File: config.mk
export PLATFORM = sky130hd
export DESIGN_NAME = bram_rd_sequencer
export DESIGN_NICKNAME = d
export VERILOG_FILES = /design/src/rtl/bram_rd_sequencer.sv
export SDC_FILE = /design/constraint.sdc
export NUM_CORES = 1
export LEC_CHECK = 0
export ABC_AREA = 1
export CAP_MARGIN = 20
export CORE_UTILIZATION = 57
export CTS_BUF_LIST = sky130_fd_sc_hd__clkbuf_2
export DETAILED_ROUTE_END_ITERATION = 10
export PLACE_DENSITY = 0.95
export SLEW_MARGIN = 40
export SYNTH_ARGS = -nofsm -noshare
export SYNTH_HDL_FRONTEND = slang
export SYNTH_SLANG_ARGS = --single-unit
File: constraint.sdc
create_clock -name clk -period 4.7 [get_ports clk]
set_clock_uncertainty 0.05 [all_clocks]
set_input_delay 0.94 -clock clk [delete_from_list [all_inputs] [get_ports clk]]
set_output_delay 0.94 -clock clk [all_outputs]
set_load 0.1 [all_outputs]
File: src/rtl/bram_rd_sequencer.sv
// bram_rd_sequencer: read-side controller for the input/weight BRAM pair.
// It walks the output blocks of matrix C (r outer, c, k inner) and issues
// paired reads on port B of both BRAMs. Because the BRAMs have a 1-cycle
// read latency, each read's data is captured with its {last_k, flag} tag into
// a 2-entry FIFO. The FIFO drains to the systolic core over a valid/ready
// stream. done pulses for one cycle after the final beat has been accepted.
//
// Ports:
//   clk, rst_n              clock, asynchronous active-low reset
//   start                   one-cycle pulse, starts a pass from IDLE
//   in_enb/in_addrb         input BRAM port B enable/address
//   in_doutb                input BRAM read data (1-cycle latency)
//   wb_enb/wb_addrb         weight BRAM port B enable/address
//   wb_doutb                weight BRAM read data (1-cycle latency)
//   out_valid/out_ready     output stream handshake
//   out_in_data/out_w_data  paired input/weight words
//   out_last_k              beat is the last inner step of its block
//   out_flag                output-block index of the beat
//   busy, done              pass in progress / end-of-pass pulse
module bram_rd_sequencer #(
    parameter int WIDTH             = 16,
    parameter int CHUNK_SIZE        = 4,
    parameter int NUM_CORES         = 2,
    parameter int BLOCK_SIZE        = 2,
    parameter int INNER_DIMENSION   = 4,
    parameter int I_OUTER_DIMENSION = 6,
    parameter int W_OUTER_DIMENSION = 6,
    parameter int ADDR_WIDTH_I      = 14,
    parameter int ADDR_WIDTH_W      = 12,
    parameter int MAX_FLAG          = (I_OUTER_DIMENSION / BLOCK_SIZE) *
                                      (W_OUTER_DIMENSION / BLOCK_SIZE)
) (
    input  logic                                  clk,
    input  logic                                  rst_n,
    input  logic                                  start,
    output logic                                  in_enb,
    output logic [ADDR_WIDTH_I-1:0]               in_addrb,
    input  logic [WIDTH*CHUNK_SIZE*NUM_CORES-1:0] in_doutb,
    output logic                                  wb_enb,
    output logic [ADDR_WIDTH_W-1:0]               wb_addrb,
    input  logic [WIDTH*CHUNK_SIZE-1:0]           wb_doutb,
    output logic                                  out_valid,
    input  logic                                  out_ready,
    output logic [WIDTH*CHUNK_SIZE*NUM_CORES-1:0] out_in_data,
    output logic [WIDTH*CHUNK_SIZE-1:0]           out_w_data,
    output logic                                  out_last_k,
    output logic [$clog2(MAX_FLAG+1)-1:0]         out_flag,
    output logic                                  busy,
    output logic                                  done
);

    localparam int K_STEPS = INNER_DIMENSION / BLOCK_SIZE;
    localparam int ROWS    = I_OUTER_DIMENSION / BLOCK_SIZE;
    localparam int COLS    = W_OUTER_DIMENSION / BLOCK_SIZE;
    localparam int KW      = $clog2(K_STEPS > 1 ? K_STEPS : 2);
    localparam int RW      = $clog2(ROWS > 1 ? ROWS : 2);
    localparam int CW      = $clog2(COLS > 1 ? COLS : 2);
    localparam int FW      = $clog2(MAX_FLAG + 1);
    localparam int IW      = WIDTH * CHUNK_SIZE * NUM_CORES;
    localparam int WW      = WIDTH * CHUNK_SIZE;

    typedef enum logic [1:0] {S_IDLE, S_RUN, S_DRAIN, S_DONE} state_t;

    state_t          state, state_nxt;
    logic [KW-1:0]   k_cnt;
    logic [CW-1:0]   c_cnt;
    logic [RW-1:0]   r_cnt;
    logic [FW-1:0]   flag_cnt;
    logic            issue, clear, pop, push, room;
    logic            last_k, last_beat;
    logic            inflight;
    logic            tag_last;
    logic [FW-1:0]   tag_flag;
    logic [IW-1:0]   f_in   [2];
    logic [WW-1:0]   f_w    [2];
    logic            f_last [2];
    logic [FW-1:0]   f_flag [2];
    logic            wr_ptr, rd_ptr;
    logic [1:0]      count;
    logic [2:0]      occ;

    assign last_k    = (k_cnt == KW'(K_STEPS - 1));
    assign last_beat = last_k && (c_cnt == CW'(COLS - 1)) && (r_cnt == RW'(ROWS - 1));

    assign out_valid = (count != 2'd0);
    assign pop       = out_valid & out_ready;
    assign push      = inflight;
    // Entries already buffered plus the read still in the BRAM pipe, less the
    // beat leaving this cycle, must leave a free slot for the new read.
    assign occ       = 3'(count) + 3'(inflight) - 3'(pop);
    assign room      = (occ < 3'd2);

    always_ff @(posedge clk or negedge rst_n) begin
        if (!rst_n) state <= S_IDLE;
        else        state <= state_nxt;
    end

    always_comb begin
        state_nxt = state;
        issue     = 1'b0;
        clear     = 1'b0;
        busy      = 1'b0;
        done      = 1'b0;
        case (state)
            S_IDLE: begin
                if (start) begin
                    state_nxt = S_RUN;
                    clear     = 1'b1;
                end
            end
            S_RUN: begin
                busy = 1'b1;
                if (room) begin
                    issue = 1'b1;
                    if (last_beat) state_nxt = S_DRAIN;
                end
            end
            S_DRAIN: begin
                busy = 1'b1;
                if (count == 2'd0 && !inflight) state_nxt = S_DONE;
            end
            S_DONE: begin
                done      = 1'b1;
                state_nxt = S_IDLE;
            end
            default: state_nxt = S_IDLE;
        endcase
    end

    assign in_enb   = issue;
    assign wb_enb   = issue;
    assign in_addrb = issue ? ADDR_WIDTH_I'(r_cnt * K_STEPS + k_cnt) : '0;
    assign wb_addrb = issue ? ADDR_WIDTH_W'(c_cnt * K_STEPS + k_cnt) : '0;

    always_ff @(posedge clk or negedge rst_n) begin
        if (!rst_n) begin
            k_cnt    <= '0;
            c_cnt    <= '0;
            r_cnt    <= '0;
            flag_cnt <= '0;
        end else if (clear) begin
            k_cnt    <= '0;
            c_cnt    <= '0;
            r_cnt    <= '0;
            flag_cnt <= '0;
        end else if (issue) begin
            if (!last_k) begin
                k_cnt <= k_cnt + 1'b1;
            end else begin
                k_cnt    <= '0;
                flag_cnt <= flag_cnt + 1'b1;
                if (c_cnt != CW'(COLS - 1)) begin
                    c_cnt <= c_cnt + 1'b1;
                end else begin
                    c_cnt <= '0;
                    r_cnt <= (r_cnt == RW'(ROWS - 1)) ? '0 : r_cnt + 1'b1;
                end
            end
        end
    end

    // Tag travels alongside the BRAM read so it lines up with the data.
    always_ff @(posedge clk or negedge rst_n) begin
        if (!rst_n) begin
            inflight <= 1'b0;
            tag_last <= 1'b0;
            tag_flag <= '0;
        end else begin
            inflight <= issue;
            if (issue) begin
                tag_last <= last_k;
                tag_flag <= flag_cnt;
            end
        end
    end

    always_ff @(posedge clk or negedge rst_n) begin
        if (!rst_n) begin
            for (int unsigned i = 0; i < 2; i++) begin
                f_in[i]   <= '0;
                f_w[i]    <= '0;
                f_last[i] <= 1'b0;
                f_flag[i] <= '0;
            end
            wr_ptr <= 1'b0;
            rd_ptr <= 1'b0;
            count  <= 2'd0;
        end else begin
            if (push) begin
                f_in[wr_ptr]   <= in_doutb;
                f_w[wr_ptr]    <= wb_doutb;
                f_last[wr_ptr] <= tag_last;
                f_flag[wr_ptr] <= tag_flag;
                wr_ptr         <= ~wr_ptr;
            end
            if (pop) rd_ptr <= ~rd_ptr;
            case ({push, pop})
                2'b10:   count <= count + 2'd1;
                2'b01:   count <= count - 2'd1;
                default: count <= count;
            endcase
        end
    end

    assign out_in_data = f_in[rd_ptr];
    assign out_w_data  = f_w[rd_ptr];
    assign out_last_k  = f_last[rd_ptr];
    assign out_flag    = f_flag[rd_ptr];

endmodule

==> results of run 1 <==
final timing paths:
check	from	to	slack (ns)	cells after the start
max	count[1]$_DFFE_PN0P_	wb_addrb[1]	0.26	12
max in group asynchronous	rst_n	f_in[154]$_DFFE_PN0P_	2.92	4
min in group asynchronous	rst_n	f_in[57]$_DFFE_PN0P_	0.46	2
max reg2reg	count[1]$_DFFE_PN0P_	tag_last$_DFFE_PN0P_	1.94	13
min	f_in[236]$_DFFE_PN0P_	f_in[236]$_DFFE_PN0P_	0.44	2
min reg2reg	f_in[236]$_DFFE_PN0P_	f_in[236]$_DFFE_PN0P_	0.44	2
registers in the layout, summed over array words and instances, names as in the netlist, 2 cells and up:
name and flops:
c_cnt 2, f_w 128, f_last 2, f_flag 8, flag_cnt 4, tag_flag 4, count 2, r_cnt 2
state 2, f_in 256
logic make-up (layout without fill, tap and decap cells):
logic type | after synthesis | in the layout | synth area share
compound gates | 406 | 406 | 0.1390
xor+xnor | 3 | 3 | 0.001387
fa+ha+maj | 7 | 7 | 0.005020
buf+inv | 367 | 811 | 0.09407
flops | 415 | 415 | 0.5483
other cells | 1 | 25 | 0.0001980
simple gates | 1059 | 1059 | 0.2120
cells in the mapped netlist (3+ instances only):
cell / number / area [um2]
o21ai_2: 160 / 1401
dfrtp_1: 415 / 10380
o21ai_0: 213 / 1066
ha_1: 6 / 75.07
nand2_1: 1018 / 3821
o21ai_1: 30 / 150.1
buf_1: 6 / 22.52
xor2_1: 3 / 26.28
nand3_1: 21 / 105.1
nor2_1: 16 / 60.06
buf_4: 22 / 165.2
buf_2: 23 / 115.1
a21oi_1: 3 / 15.01
buf_6: 39 / 439.2
inv_1: 211 / 792.0
clkbuf_1: 63 / 236.5
layer usage:
metal,GRT usage,up-vias,share of wire
met3,0.07746,161,0.079
met2,0.4776,706,0.49
met5,0,-,0.00027
met4,0.1740,2,0.051
met1,0.3357,7740,0.38
li1,-,7773,-
what timing repair did:
item | in CTS | in global routing
endpoints found under the hold margin | 44 | 0
hold buffers | 1 | 0
resized for setup | 0 | 7
setup endpoints to repair | 0 | 8
metrics by stage:
stage	instance area (um2)	utilization	hold WS, ns	setup WS (ns)
after global placement	22550	0.6913	0.4139	0.3186
final	23470	0.7195	0.4369	0.2610
after detailed placement	22590	0.6925	0.4177	0.1437
after global routing	23470	0.7194	0.3647	-0.07492
after CTS	23440	0.7185	0.3861	0.004857
after floorplan	19020	-	0.4029	-0.2281
tightest hold or removal path: stages, from the launching register on:
cell	delay [ns]
dfrtp_1	0.35
nand2_1	0.06
o21ai_2	0.05
layout make-up:
class / count / area, um2 / share of cell area
repair buffers: 429 / 3986 / 0.1699
inverters: 214 / 812.0 / 0.03460
clock inverters: 25 / 122.6 / 0.005225
well taps: 442 / 553.0 / 0.02356
clock buffers: 143 / 715.7 / 0.03050
diodes: 5 / 12.51 / 0.0005331
flip-flops and latches: 415 / 10390 / 0.4427
multi-input cells: 1495 / 6878 / 0.2931
layout by cell type (no fill, tap or decap), types with 2 or more instances in the layout:
| cell | n |
|---|---|
| clkinv_2 | 2 |
| nor2_2 | 5 |
| xor2_1 | 3 |
| o21ai_2 | 160 |
| o21ai_0 | 212 |
| o21ai_1 | 31 |
| buf_12 | 19 |
| a21oi_1 | 3 |
| diode_2 | 5 |
| ha_1 | 6 |
| clkdlybuf4s50_1 | 194 |
| dfrtp_1 | 414 |
| inv_2 | 4 |
| clkbuf_2 | 143 |
| buf_4 | 209 |
| clkinv_1 | 20 |
| buf_2 | 3 |
| conb_1 | 20 |
| buf_16 | 2 |
| nor2_1 | 11 |
| nand2_1 | 1016 |
| inv_1 | 210 |
| nand3_1 | 21 |
==> metrics.md, run 1 <==
| Metric | Value |
|---|---|
| Gpl congestion | `0.8489` |
| Vias in the first global route | `16,290` |
| Post-DP HPWL | `32,020 um` |
| FP Rows | `66` |
| Fin crit share | `0.9445` |
| Worst rel slew slack | `0.4293` |
| Layout Cells excl Fill | `3,168` |
| Clk root buf | `clkbuf_2` |
| Starting Density | `0.5807` |
| First-pass GRT wire length | `78,150 um` |
| Final WL | `48,520 um` |
| Post-synth EDFFs | `0` |
| Hold Path Class | `flop to flop` |
| Total grt overflow | `0` |
| Ports | `424` |
| Die Y-Extent | `184.3 um` |
| Fin nets | `2,860` |
| CP max stage delay | `0.49 ns` |
| Endpoints failing setup | `0` |
| Syn_area_per_cell | `8.388 um2` |
| CTS tree | `built` |
| Reg clk slew, reported paths | `0.11 ns` |
| CTS Buf Count | `102` |
| Max Buffers Root-to-Sink | `3` |
| Synthesis Warnings | `0` |
| CP Cell Sequence | `inv_1, nand2_1, nand2_1, nand3_1, o21ai_1, inv_1, fa_1, nand2_1, nor2_2, nand2_2, nor2_2, buf_12` |
| Delay-heaviest family, CP | `simple AND/OR/NAND/NOR gates` |
| Post-route ant nets | `0` |
| # clock sinks | `415` |
| Post-CTS Setup Repair Bufs | `0` |
| Maximum number of pins on one net before global-route repair | `207` |
| Buffers and inverters on the worst path | `3` |
| Fmax | `0.2253 GHz` |
| DRT Pass-1 Iters | `5` |
| Pins Over Slew Limit | `0` |
| Synth Register Bits | `415` |
| CP required | `3.71 ns` |
| Die span in x | `184.3 um` |
| PortBufs | `403` |
| Number of fill cells in the layout | `2,293` |
| Setup crit start kind | `flop` |
| Max FO, Critical Path | `8` |
| Core area | `32,620 um2` |
| Status | `finished, final reports clean` |
| Ys async rst share | `1.000` |
| Initial antenna violation count | `5` |
| Synth Flop Type | `dfrtp_1` |
| WS Path Type | `flop to output pin` |
| Syn-to-layout area delta | `23.91%` |
| Initial DRC Count | `1,314` |
| Endpoints failing hold | `0` |
| Seq/Total Area, Yosys | `0.5483` |
| Via count | `16,380` |
| Fin Setup TNS | `0 ns` |
| CP endpoint kind | `output pin` |
| Die ar. | `33,960 um2` |
| Unrepaired setup endpoints after global routing | `yes` |
| Layout cells sized above 1 | `0.2047` |
| H-tree Lvls | `3` |
| Post-synth cell types | `24` |
| WP data arrival | `3.45 ns` |
| GRT Total Usage | `0.2882` |
| Top cell by count, worst path | `nand2_1` |
| Least-Margin Pin Slew | `0.8560 ns` |
| Post-Syn Instances | `2,258` |
| Post-synthesis cell area | `18,940 um2` |
| Minimum clock period | `4.439 ns` |
| # DRC | `0` |
| Total of max-cap violations | `0` |
| Wire per inst | `15.32 um` |
| Critical-path top delay cell | `fa_1` |
| Skew-Pair Late Insertion Delay | `0.92 ns` |
| Dpl cells | `2,994` |
| Vias/cell | `5.171` |
Power of run 1 is not shown: default switching activity piles up to over one toggle a cycle in this logic, so the estimate is an artifact.
==> run 2, diff against run 1 <==
- HOLD_SLACK_MARGIN: not set -> 0.02
==> results of run 2 <==
Final layout, timing and power as in run 1 (identical DEF).
Power of run 2 is left out for the same reason.
==> run 3, diff against run 2 <==
- CORE_ASPECT_RATIO: not set -> 1.4
==> run 3 against run 2 <==
Non-clock buffer count is the same; flip-flop and latch count is the same; utilization rose by 0.12 points; critical path type unchanged; largest cell class unchanged.
==> metrics.md, run 3 (same netlist as run 1, synthesis figures left out) <==
| Metric | Value |
|---|---|
| Max reg flops | `256 (unchanged)` |
| Post-DP HPWL | `33,290 um (was 32,020 um)` |
| Status | `finished, final reports clean (unchanged)` |
| Pins Over Slew Limit | `0 (unchanged)` |
| Multi-input gate area | `6893 um2 (was 6878 um2)` |
| Vias in the first global route | `16,780 (was 16,290)` |
| Max Buffers Root-to-Sink | `3 (unchanged)` |
| Total of max-cap violations | `0 (unchanged)` |
| CTS tree | `built (unchanged)` |
| # DRC | `0 (unchanged)` |
| Setup crit start kind | `flop (unchanged)` |
| Fin nets | `2,855 (was 2,860)` |
| Fmax | `0.2199 GHz (was 0.2253 GHz)` |
| Met3 usage | `0.08048 (was 0.07746)` |
| Gpl congestion | `0.8619 (was 0.8489)` |
| Layout cells sized above 1 | `0.2027 (was 0.2047)` |
| Core area | `32,600 um2 (was 32,620 um2)` |
| Ports | `424 (unchanged)` |
| Starting Density | `0.5811 (was 0.5807)` |
| Max FO, Critical Path | `10 (was 8)` |
| Number of fill cells in the layout | `2,254 (was 2,293)` |
| CP endpoint kind | `output pin (unchanged)` |
| Via count | `16,400 (was 16,380)` |
| Minimum clock period | `4.547 ns (was 4.439 ns)` |
| Endpoints failing hold | `0 (unchanged)` |
| Most flops, register | `f_in (unchanged)` |
| Biggest registers after layout | `f_in x256, f_w x128, f_flag x8 (unchanged)` |
| First-pass GRT wire length | `80,240 um (was 78,150 um)` |
| Initial antenna violation count | `6 (was 5)` |
| Fin crit share | `0.9675 (was 0.9445)` |
| Total grt overflow | `0 (unchanged)` |
| GR Layer Usage met2 | `0.5082 (was 0.4776)` |
| Leading cell types in the layout, fill and taps excluded | `1,016 x nand2_1, 414 x dfrtp_1, 212 x o21ai_0 (unchanged)` |
| CTS Buf Count | `97 (was 102)` |
| WS Path Type | `flop to output pin (unchanged)` |
| DRT Pass-1 Iters | `6 (was 5)` |
| Final WL | `50,090 um (was 48,520 um)` |
| Met1 Usage GRT | `0.3188 (was 0.3357)` |
| Clk root buf | `clkbuf_2 (unchanged)` |
| H-tree Lvls | `3 (unchanged)` |
| PortBufs | `403 (unchanged)` |
| Unrepaired setup endpoints after global routing | `yes (unchanged)` |
| Worst Hold Slack | `0.4154 ns (was 0.4369 ns)` |
| Hold Path Class | `primary input to async pin (was flop to flop)` |
| Register area | `10,390 um2 (unchanged)` |
| Worst rel slew slack | `0.4994 (was 0.4293)` |
| Post-route ant nets | `0 (unchanged)` |
| FP Rows | `78 (was 66)` |
| Die span in x | `156.1 um (was 184.3 um)` |
| Wire per inst | `15.88 um (was 15.32 um)` |
| Die Y-Extent | `217.7 um (was 184.3 um)` |
| Die ar. | `33,970 um2 (was 33,960 um2)` |
| CP required | `3.71 ns (about the same)` |
| Maximum number of pins on one net before global-route repair | `164 (was 207)` |
| Least-Margin Pin Slew | `0.7502 ns (was 0.8560 ns)` |
| GRT Total Usage | `0.2992 (was 0.2882)` |
| Vias/cell | `5.201 (was 5.171)` |
| Skew-Pair Late Insertion Delay | `0.95 ns (was 0.92 ns)` |
| Syn-to-layout area delta | `24.03% (was 23.91%)` |
| Reg clk slew, reported paths | `0.12 ns (was 0.11 ns)` |
| Gr busiest metal | `met2 (unchanged)` |
| WP data arrival | `3.56 ns (was 3.45 ns)` |
| Endpoints failing setup | `0 (unchanged)` |
| Commonest non-fill, non-tap cell in the layout | `nand2_1 (unchanged)` |
| Initial DRC Count | `1,097 (was 1,314)` |
| # clock sinks | `415 (unchanged)` |
## run 3: final timing paths
kind                       cells past startpoint                      end                  start  slack [ns]
setup / recovery                              13              in_addrb[0]   count[1]$_DFFE_PN0P_        0.15
hold / removal                                 2    f_in[142]$_DFFE_PN0P_                  rst_n        0.42
setup reg to reg                              15  flag_cnt[1]$_DFFE_PN0P_   count[1]$_DFFE_PN0P_        1.84
hold reg to reg                                2    f_in[216]$_DFFE_PN0P_  f_in[216]$_DFFE_PN0P_        0.44
max in group asynchronous                      4      f_w[72]$_DFFE_PN0P_                  rst_n        2.95
min in group clk                               2    f_in[216]$_DFFE_PN0P_  f_in[216]$_DFFE_PN0P_        0.44
## run 3: stage by stage
step           TNS, ns  cell area (um2)  cells  setup slack, ns    util
5_1_grt        -0.4166            23490   3154         -0.09889  0.7207
4_1_cts              0            23440   3147          0.03454  0.7189
3_3_place_gp         0            22520   2988           0.3212  0.6908
3_5_place_dp         0            22580   2991           0.1610  0.6927
2_1_floorplan  -0.7669            19020   2277          -0.2281       -
6_report             0            23490   3154           0.1526  0.7207
## run 3: final cells by class
cell class                      instances  area share
Sequential cell                       415      0.4422
Multi-Input combinational cell       1495      0.2934
Timing Repair Buffer                  429      0.1697
Inverter                              214     0.03473
Clock buffer                          134     0.02855
Tap cell                              440     0.02344
Clock inverter                         21    0.007297
Antenna cell                            6   0.0006391
## run 3: per-layer routing
layer / vias up / wire length, um
met1: 7733 / 17740
met2: 713 / 25220
met4: 0 / 3640
met5: - / 0
met3: 223 / 3486
li1: 7735 / -
## run 3: critical path: stages (launching register included)
cell and delay (ns):
dfrtp_1 0.41, inv_1 0.18, nand2_1 0.13, nand2_1 0.16, nand3_1 0.15, o21ai_1 0.16
inv_1 0.08, fa_1 0.40, nand2_1 0.10, nand2_1 0.10, nor2_4 0.19, nand3_4 0.16
clkinvlp_4 0.20, buf_12 0.19
## run 3: what timing repair did
action,in CTS,in global routing
resized for setup,2,9
pin swaps,1,0
gates cloned,0,0
hold buffers,1,0
hold endpoints to repair,49,0
setup buffers,0,1
endpoints found under the setup margin,6,8
Power of run 3 is left out for the same reason.
